`src/rtl/morse_2_ascii.sv`:
```
// Morse key decoder: times marks and gaps on a synchronized key level,
// collects dot/dash elements and emits the ASCII character (or a space).
module morse_2_ascii #(
  parameter int UNIT_CYCLES = 1200000
) (
  input  logic       clk_24,
  input  logic       rst_n,
  input  logic       key_in,
  output logic [6:0] ascii_code,
  output logic       ascii_valid,
  output logic       code_err,
  output logic       busy,
  output logic [1:0] fsm_state
);

  typedef enum logic [1:0] {
    IDLE = 2'd0,
    MARK = 2'd1,
    GAP  = 2'd2,
    LGAP = 2'd3
  } state_t;

  // cnt is cleared on entry to MARK/GAP, so a count of N means N+1 cycles
  // of mark (or of silence) have been seen; thresholds are one below.
  localparam logic [23:0] CNT_MAX  = 24'(7 * UNIT_CYCLES);
  localparam logic [23:0] DASH_CNT = 24'(2 * UNIT_CYCLES - 1);
  localparam logic [23:0] CHAR_CNT = 24'(2 * UNIT_CYCLES - 1);
  localparam logic [23:0] WORD_CNT = 24'(5 * UNIT_CYCLES - 1);

  state_t      state;
  logic        key_m;
  logic        key_s;
  logic [23:0] cnt;
  logic [6:0]  code;
  logic [2:0]  len;
  logic        ovf;
  logic [6:0]  code_app;
  logic        dash_now;
  logic [7:0]  lookup;

  // Returns {hit, ascii}; element i of the character sits in code bit i.
  function automatic logic [7:0] morse_lookup(input logic [2:0] n, input logic [6:0] c);
    logic [9:0] k;
    k = {n, c};
    case (k)
      {3'd2, 7'b0000010}: morse_lookup = {1'b1, 7'd65};  // A
      {3'd4, 7'b0000001}: morse_lookup = {1'b1, 7'd66};  // B
      {3'd4, 7'b0000101}: morse_lookup = {1'b1, 7'd67};  // C
      {3'd3, 7'b0000001}: morse_lookup = {1'b1, 7'd68};  // D
      {3'd1, 7'b0000000}: morse_lookup = {1'b1, 7'd69};  // E
      {3'd4, 7'b0000100}: morse_lookup = {1'b1, 7'd70};  // F
      {3'd3, 7'b0000011}: morse_lookup = {1'b1, 7'd71};  // G
      {3'd4, 7'b0000000}: morse_lookup = {1'b1, 7'd72};  // H
      {3'd2, 7'b0000000}: morse_lookup = {1'b1, 7'd73};  // I
      {3'd4, 7'b0001110}: morse_lookup = {1'b1, 7'd74};  // J
      {3'd3, 7'b0000101}: morse_lookup = {1'b1, 7'd75};  // K
      {3'd4, 7'b0000010}: morse_lookup = {1'b1, 7'd76};  // L
      {3'd2, 7'b0000011}: morse_lookup = {1'b1, 7'd77};  // M
      {3'd2, 7'b0000001}: morse_lookup = {1'b1, 7'd78};  // N
      {3'd3, 7'b0000111}: morse_lookup = {1'b1, 7'd79};  // O
      {3'd4, 7'b0000110}: morse_lookup = {1'b1, 7'd80};  // P
      {3'd4, 7'b0001011}: morse_lookup = {1'b1, 7'd81};  // Q
      {3'd3, 7'b0000010}: morse_lookup = {1'b1, 7'd82};  // R
      {3'd3, 7'b0000000}: morse_lookup = {1'b1, 7'd83};  // S
      {3'd1, 7'b0000001}: morse_lookup = {1'b1, 7'd84};  // T
      {3'd3, 7'b0000100}: morse_lookup = {1'b1, 7'd85};  // U
      {3'd4, 7'b0001000}: morse_lookup = {1'b1, 7'd86};  // V
      {3'd3, 7'b0000110}: morse_lookup = {1'b1, 7'd87};  // W
      {3'd4, 7'b0001001}: morse_lookup = {1'b1, 7'd88};  // X
      {3'd4, 7'b0001101}: morse_lookup = {1'b1, 7'd89};  // Y
      {3'd4, 7'b0000011}: morse_lookup = {1'b1, 7'd90};  // Z
      {3'd5, 7'b0011111}: morse_lookup = {1'b1, 7'd48};  // 0
      {3'd5, 7'b0011110}: morse_lookup = {1'b1, 7'd49};  // 1
      {3'd5, 7'b0011100}: morse_lookup = {1'b1, 7'd50};  // 2
      {3'd5, 7'b0011000}: morse_lookup = {1'b1, 7'd51};  // 3
      {3'd5, 7'b0010000}: morse_lookup = {1'b1, 7'd52};  // 4
      {3'd5, 7'b0000000}: morse_lookup = {1'b1, 7'd53};  // 5
      {3'd5, 7'b0000001}: morse_lookup = {1'b1, 7'd54};  // 6
      {3'd5, 7'b0000011}: morse_lookup = {1'b1, 7'd55};  // 7
      {3'd5, 7'b0000111}: morse_lookup = {1'b1, 7'd56};  // 8
      {3'd5, 7'b0001111}: morse_lookup = {1'b1, 7'd57};  // 9
      {3'd6, 7'b0110101}: morse_lookup = {1'b1, 7'd33};  // !
      {3'd6, 7'b0010010}: morse_lookup = {1'b1, 7'd34};  // "
      {3'd7, 7'b1001000}: morse_lookup = {1'b1, 7'd36};  // $
      {3'd5, 7'b0000010}: morse_lookup = {1'b1, 7'd38};  // &
      {3'd6, 7'b0011110}: morse_lookup = {1'b1, 7'd39};  // '
      {3'd5, 7'b0001101}: morse_lookup = {1'b1, 7'd40};  // (
      {3'd6, 7'b0101101}: morse_lookup = {1'b1, 7'd41};  // )
      {3'd5, 7'b0001010}: morse_lookup = {1'b1, 7'd43};  // +
      {3'd6, 7'b0110011}: morse_lookup = {1'b1, 7'd44};  // ,
      {3'd6, 7'b0100001}: morse_lookup = {1'b1, 7'd45};  // -
      {3'd6, 7'b0101010}: morse_lookup = {1'b1, 7'd46};  // .
      {3'd5, 7'b0001001}: morse_lookup = {1'b1, 7'd47};  // /
      {3'd6, 7'b0000111}: morse_lookup = {1'b1, 7'd58};  // :
      {3'd6, 7'b0010101}: morse_lookup = {1'b1, 7'd59};  // ;
      {3'd5, 7'b0010001}: morse_lookup = {1'b1, 7'd61};  // =
      {3'd6, 7'b0001100}: morse_lookup = {1'b1, 7'd63};  // ?
      {3'd6, 7'b0010110}: morse_lookup = {1'b1, 7'd64};  // @
      {3'd6, 7'b0101100}: morse_lookup = {1'b1, 7'd95};  // _
      default:            morse_lookup = 8'd0;
    endcase
  endfunction

  assign dash_now = (cnt >= DASH_CNT);
  assign lookup   = morse_lookup(len, code);

  always_comb begin
    code_app = code;
    for (int i = 0; i < 7; i++) begin
      if (3'(i) == len) code_app[i] = dash_now;
    end
  end

  // ascii_valid / code_err are single-cycle pulses with no back-pressure;
  // ascii_code is meaningful only while ascii_valid is high and holds otherwise.
  always_ff @(posedge clk_24 or negedge rst_n) begin
    if (!rst_n) begin
      state       <= IDLE;
      key_m       <= 1'b0;
      key_s       <= 1'b0;
      cnt         <= 24'd0;
      code        <= 7'd0;
      len         <= 3'd0;
      ovf         <= 1'b0;
      ascii_code  <= 7'd0;
      ascii_valid <= 1'b0;
      code_err    <= 1'b0;
    end else begin
      key_m       <= key_in;
      key_s       <= key_m;
      ascii_valid <= 1'b0;
      code_err    <= 1'b0;
      if (cnt < CNT_MAX) cnt <= cnt + 24'd1;

      case (state)
        IDLE: begin
          code <= 7'd0;
          len  <= 3'd0;
          ovf  <= 1'b0;
          if (key_s) begin
            state <= MARK;
            cnt   <= 24'd0;
          end
        end

        MARK: begin
          if (!key_s) begin
            if (len == 3'd7) begin
              ovf <= 1'b1;
            end else begin
              code <= code_app;
              len  <= len + 3'd1;
            end
            state <= GAP;
            cnt   <= 24'd0;
          end
        end

        // Reaching the threshold wins over a key press on the same cycle.
        GAP: begin
          if (cnt >= CHAR_CNT) begin
            if (!ovf && lookup[7]) begin
              ascii_valid <= 1'b1;
              ascii_code  <= lookup[6:0];
            end else begin
              code_err <= 1'b1;
            end
            code  <= 7'd0;
            len   <= 3'd0;
            ovf   <= 1'b0;
            state <= LGAP;
          end else if (key_s) begin
            state <= MARK;
            cnt   <= 24'd0;
          end
        end

        LGAP: begin
          if (cnt >= WORD_CNT) begin
            ascii_valid <= 1'b1;
            ascii_code  <= 7'd32;
            state       <= IDLE;
          end else if (key_s) begin
            state <= MARK;
            cnt   <= 24'd0;
          end
        end

        default: state <= IDLE;
      endcase
    end
  end

  assign busy      = (state != IDLE);
  assign fsm_state = state;

endmodule
```
`config.mk`:
```
export PLATFORM = sky130hd
export DESIGN_NAME = morse_2_ascii
export DESIGN_NICKNAME = d
export VERILOG_FILES = /design/src/rtl/morse_2_ascii.sv
export SDC_FILE = /design/constraint.sdc
export NUM_CORES = 1
export LEC_CHECK = 0
export BUFFER_PORTS_ARGS = -buffer_cell sky130_fd_sc_hd__buf_2
export CORE_MARGIN = 5
export CORE_UTILIZATION = 30
export DETAILED_ROUTE_END_ITERATION = 6
export GPL_ROUTABILITY_DRIVEN = 0
export PLACE_DENSITY = 0.54
export SYNTH_ARGS = -nofsm -noshare
export SYNTH_HDL_FRONTEND = slang
export SYNTH_SLANG_ARGS = --single-unit
```
`constraint.sdc`:
```
create_clock -name clk_24 -period 4.8 [get_ports clk_24]
set_input_delay 0.72 -clock clk_24 [delete_from_list [all_inputs] [get_ports clk_24]]
set_output_delay 0.72 -clock clk_24 [all_outputs]
set_load 0.01 [all_outputs]
```
==> metrics.yaml <==
synth_edf_count: 0
fill_cells: 1318
status: "completed"
synthArstFlopShare: 1.00
vias: 3356
post-cts-setup-buffers: 0
power.density_nw_per_um2: 244
synth_xor_area_frac: 0.0631
cts_tree: "yes"
clkLatencyLatePin_ps: 290
cp-start-kind: "flop"
synth-seq-cells: 48
clkTransAtPathRegs_ps: 60
synthCells: 451
antenna_found_initial: 0
synthesis.area_um2: 3740
cts_made_buffers: 5
grt_usage: 0.133
gr-total-overflow: 0
core_um2: 12100
synth-simple-area-share: 0.324
fin_nets: 446
maxCapViolCount: 0
diodes: 0
io_pins: 15
cellLeakagePower_uw: 0.00166
yosysWarnings: 0
die_x_um: 122
comb_power_share: 0.180
p_sw_frac: 0.302
ctsRootBufferMaster: "clkbuf_16"
required_ps: 4970
finalCritPeriodShare: 0.644
clock_power_share: 0.354
firstDrtPassIters: 4
area_delta_synth_final_pct: 5.98
synth_compound_area_frac: 0.191
drcViolationCount: 0
finalHoldViolCount: 0
cts_sinks: 48
yosys.area_share.adder: 0.0234
via_per_inst: 5.55
muxShareOfSynthArea: 0.0137
rows: 40
pwr-share-seq: 0.466
htreeDepth: 2
grt_max_degree: 49
crit_type: "flop to flop"
portBuffers: 14
rsz0062_at_grt: "no"
crit_path_end_kind: "flop"
grt_pass1_vias: 3264
post-route-min-period_ps: 3090
synth_fp_nets: 461
drt_iter0_drc: 268
wl_per_cell_um: 15.5
reg2reg_slack_ps: 1710
cts_resized: 0
tns_ps: 0
crit_arrival_ps: 3270
avgSynthCellArea_um2: 8.30
slew_headroom: 0.290
dp_hpwl_mm: 6.68
setup_viol: 0
p_int_uw: 676
drv_slew: 0
holdBufCountCts: 0
drive_gt1_frac: 0.0892
finalClockSkew_ps: 2.85
chipHeight_um: 122
routed_wirelength_mm: 9.35
dieArea_um2: 14800
yosysUniqueCellTypes: 77
ir_drop_uv: 123
synth_top_family_by_area: "simple AND/OR/NAND/NOR gates"
switching_power_uw: 293
worst-slew-pin-transition_ps: 1070
initial_core_util: 0.309
cts_max_path_buffers: 2
ant_nets: 0
hold_class: "flop to flop"
grt_first_pass_wirelength_mm: 16.2
cp_max_fo: 32
maxClockFrequency_mhz: 323
synth_seq_area_share: 0.321
total_power_uw: 970
synthFlopType: "dfrtp_1"
## metal layers
metal  GRT usage  wire length, µm  up-vias
met1       0.176             4170     1616
met4      0.0518              238        0
met5           0                0        -
met3      0.0246              392       22
li1            -                -     1623
met2       0.215             4550       95
## flip-flops by register name, summed over array words and instances (netlist names)
| name | flops |
|---|---|
| ascii_valid | 1 |
| fsm_state | 2 |
| key_s | 1 |
| ascii_code | 7 |
| ovf | 1 |
| code_err | 1 |
| len | 3 |
| cnt | 24 |
| code | 7 |
| key_m | 1 |
## power groups by stage
stage                     combinational, µW  sequential, µW  clock (µW)
after detailed placement                176             459           0
after floorplan                         153             439           0
after global routing                    198             455         381
after CTS                               177             451         360
final                                   175             452         343
after global placement                  176             458           0
## critical path: stages, from the launching register on
cell and delay, ps:
dfrtp_1 970, or4b_1 380, or3_4 200, nor3_1 40
or3_1 370, or4b_4 550, o21a_4 240, o31a_1 230
## cells in the final DEF (no fill, tap or decap), drive strengths merged, types with 3 or more instances in the layout
| cell type | instances |
|---|---|
| a2111oi | 3 |
| a211oi | 5 |
| a21oi | 12 |
| a22o | 4 |
| a311oi | 3 |
| a32o | 4 |
| and2 | 3 |
| and3 | 11 |
| and4 | 6 |
| buf | 14 |
| clkbuf | 5 |
| clkinv | 3 |
| dfrtp | 48 |
| ha | 7 |
| inv | 11 |
| mux2i | 4 |
| nand2 | 45 |
| nand2b | 8 |
| nand3 | 23 |
| nand4 | 13 |
| nand4b | 5 |
| nor2 | 49 |
| nor2b | 10 |
| nor3 | 14 |
| nor4 | 6 |
| o211ai | 5 |
| o21ai | 24 |
| o22ai | 4 |
| o31ai | 4 |
| or2 | 4 |
| or3 | 7 |
| or4 | 3 |
| or4b | 4 |
| xnor2 | 9 |
| xor2 | 18 |
## final timing paths
| kind | to | from | cells after the start |
|---|---|---|---|
| min in group asynchronous | cnt[15]$_DFF_PN0_ | rst_n | 1 |
| hold reg to reg | key_s$_DFF_PN0_ | key_m$_DFF_PN0_ | 0 |
| max in group asynchronous | cnt[11]$_DFF_PN0_ | rst_n | 1 |
| setup reg to reg | ascii_code[5]$_DFFE_PN0P_ | code[4]$_DFFE_PN0P_ | 7 |
| setup / recovery | ascii_code[5]$_DFFE_PN0P_ | code[4]$_DFFE_PN0P_ | 7 |
| hold / removal | key_s$_DFF_PN0_ | key_m$_DFF_PN0_ | 0 |
## through the flow
stage / hold WS, ps / worst slack, ps / cell area [µm²] / util / cells
after floorplan: 331 / 2490 / 3740 / - / 451
after global placement: 333 / 1790 / 3820 / 0.316 / 597
after detailed placement: 348 / 1760 / 3820 / 0.316 / 597
after CTS: 351 / 1740 / 3970 / 0.328 / 605
after global routing: 371 / 1540 / 3970 / 0.328 / 605
final: 351 / 1710 / 3970 / 0.328 / 605
## area by class of cell
cell class                 instances  area, µm²  share of cell area
multi-input combinational        356       2300               0.580
sequential                        48       1200               0.303
tap                              168        210              0.0530
clock buffer                       5        125              0.0315
timing repair buffer              14       70.1              0.0177
inverter                          11       41.3              0.0104
clock inverter                     3       18.8             0.00473
## cells by family (layout without fill, tap and decap cells)
kind of cell    count (synthesis)  after routing
xor+xnor                       27             27
mux                             5              5
flops                          48             48
compound gates                 95             95
simple gates                  222            222
fa+ha+maj                       7              7
buf+inv                        47             33
## cells in the mapped netlist, types with 5 or more instances
library cell | instances | area, µm²
nor3_1 | 13 | 65.1
a211oi_1 | 5 | 37.5
nand2_1 | 45 | 169
and4_1 | 6 | 52.6
xor2_1 | 18 | 158
nand3_1 | 23 | 115
dfrtp_1 | 48 | 1200
or3_1 | 6 | 37.5
and3_1 | 11 | 68.8
ha_1 | 7 | 87.6
o211ai_1 | 5 | 37.5
a21oi_1 | 12 | 60.1
nand4b_1 | 5 | 43.8
buf_4 | 6 | 45.0
xnor2_1 | 9 | 78.8
o21ai_1 | 9 | 45.0
nor4_1 | 6 | 37.5
inv_1 | 11 | 41.3
nand2b_1 | 7 | 43.8
clkbuf_1 | 13 | 48.8
nor2b_1 | 10 | 62.6
buf_2 | 10 | 50.1
nor2_1 | 49 | 184
o21ai_0 | 14 | 70.1
nand4_1 | 13 | 81.3
(Power assumes the default switching activity.)
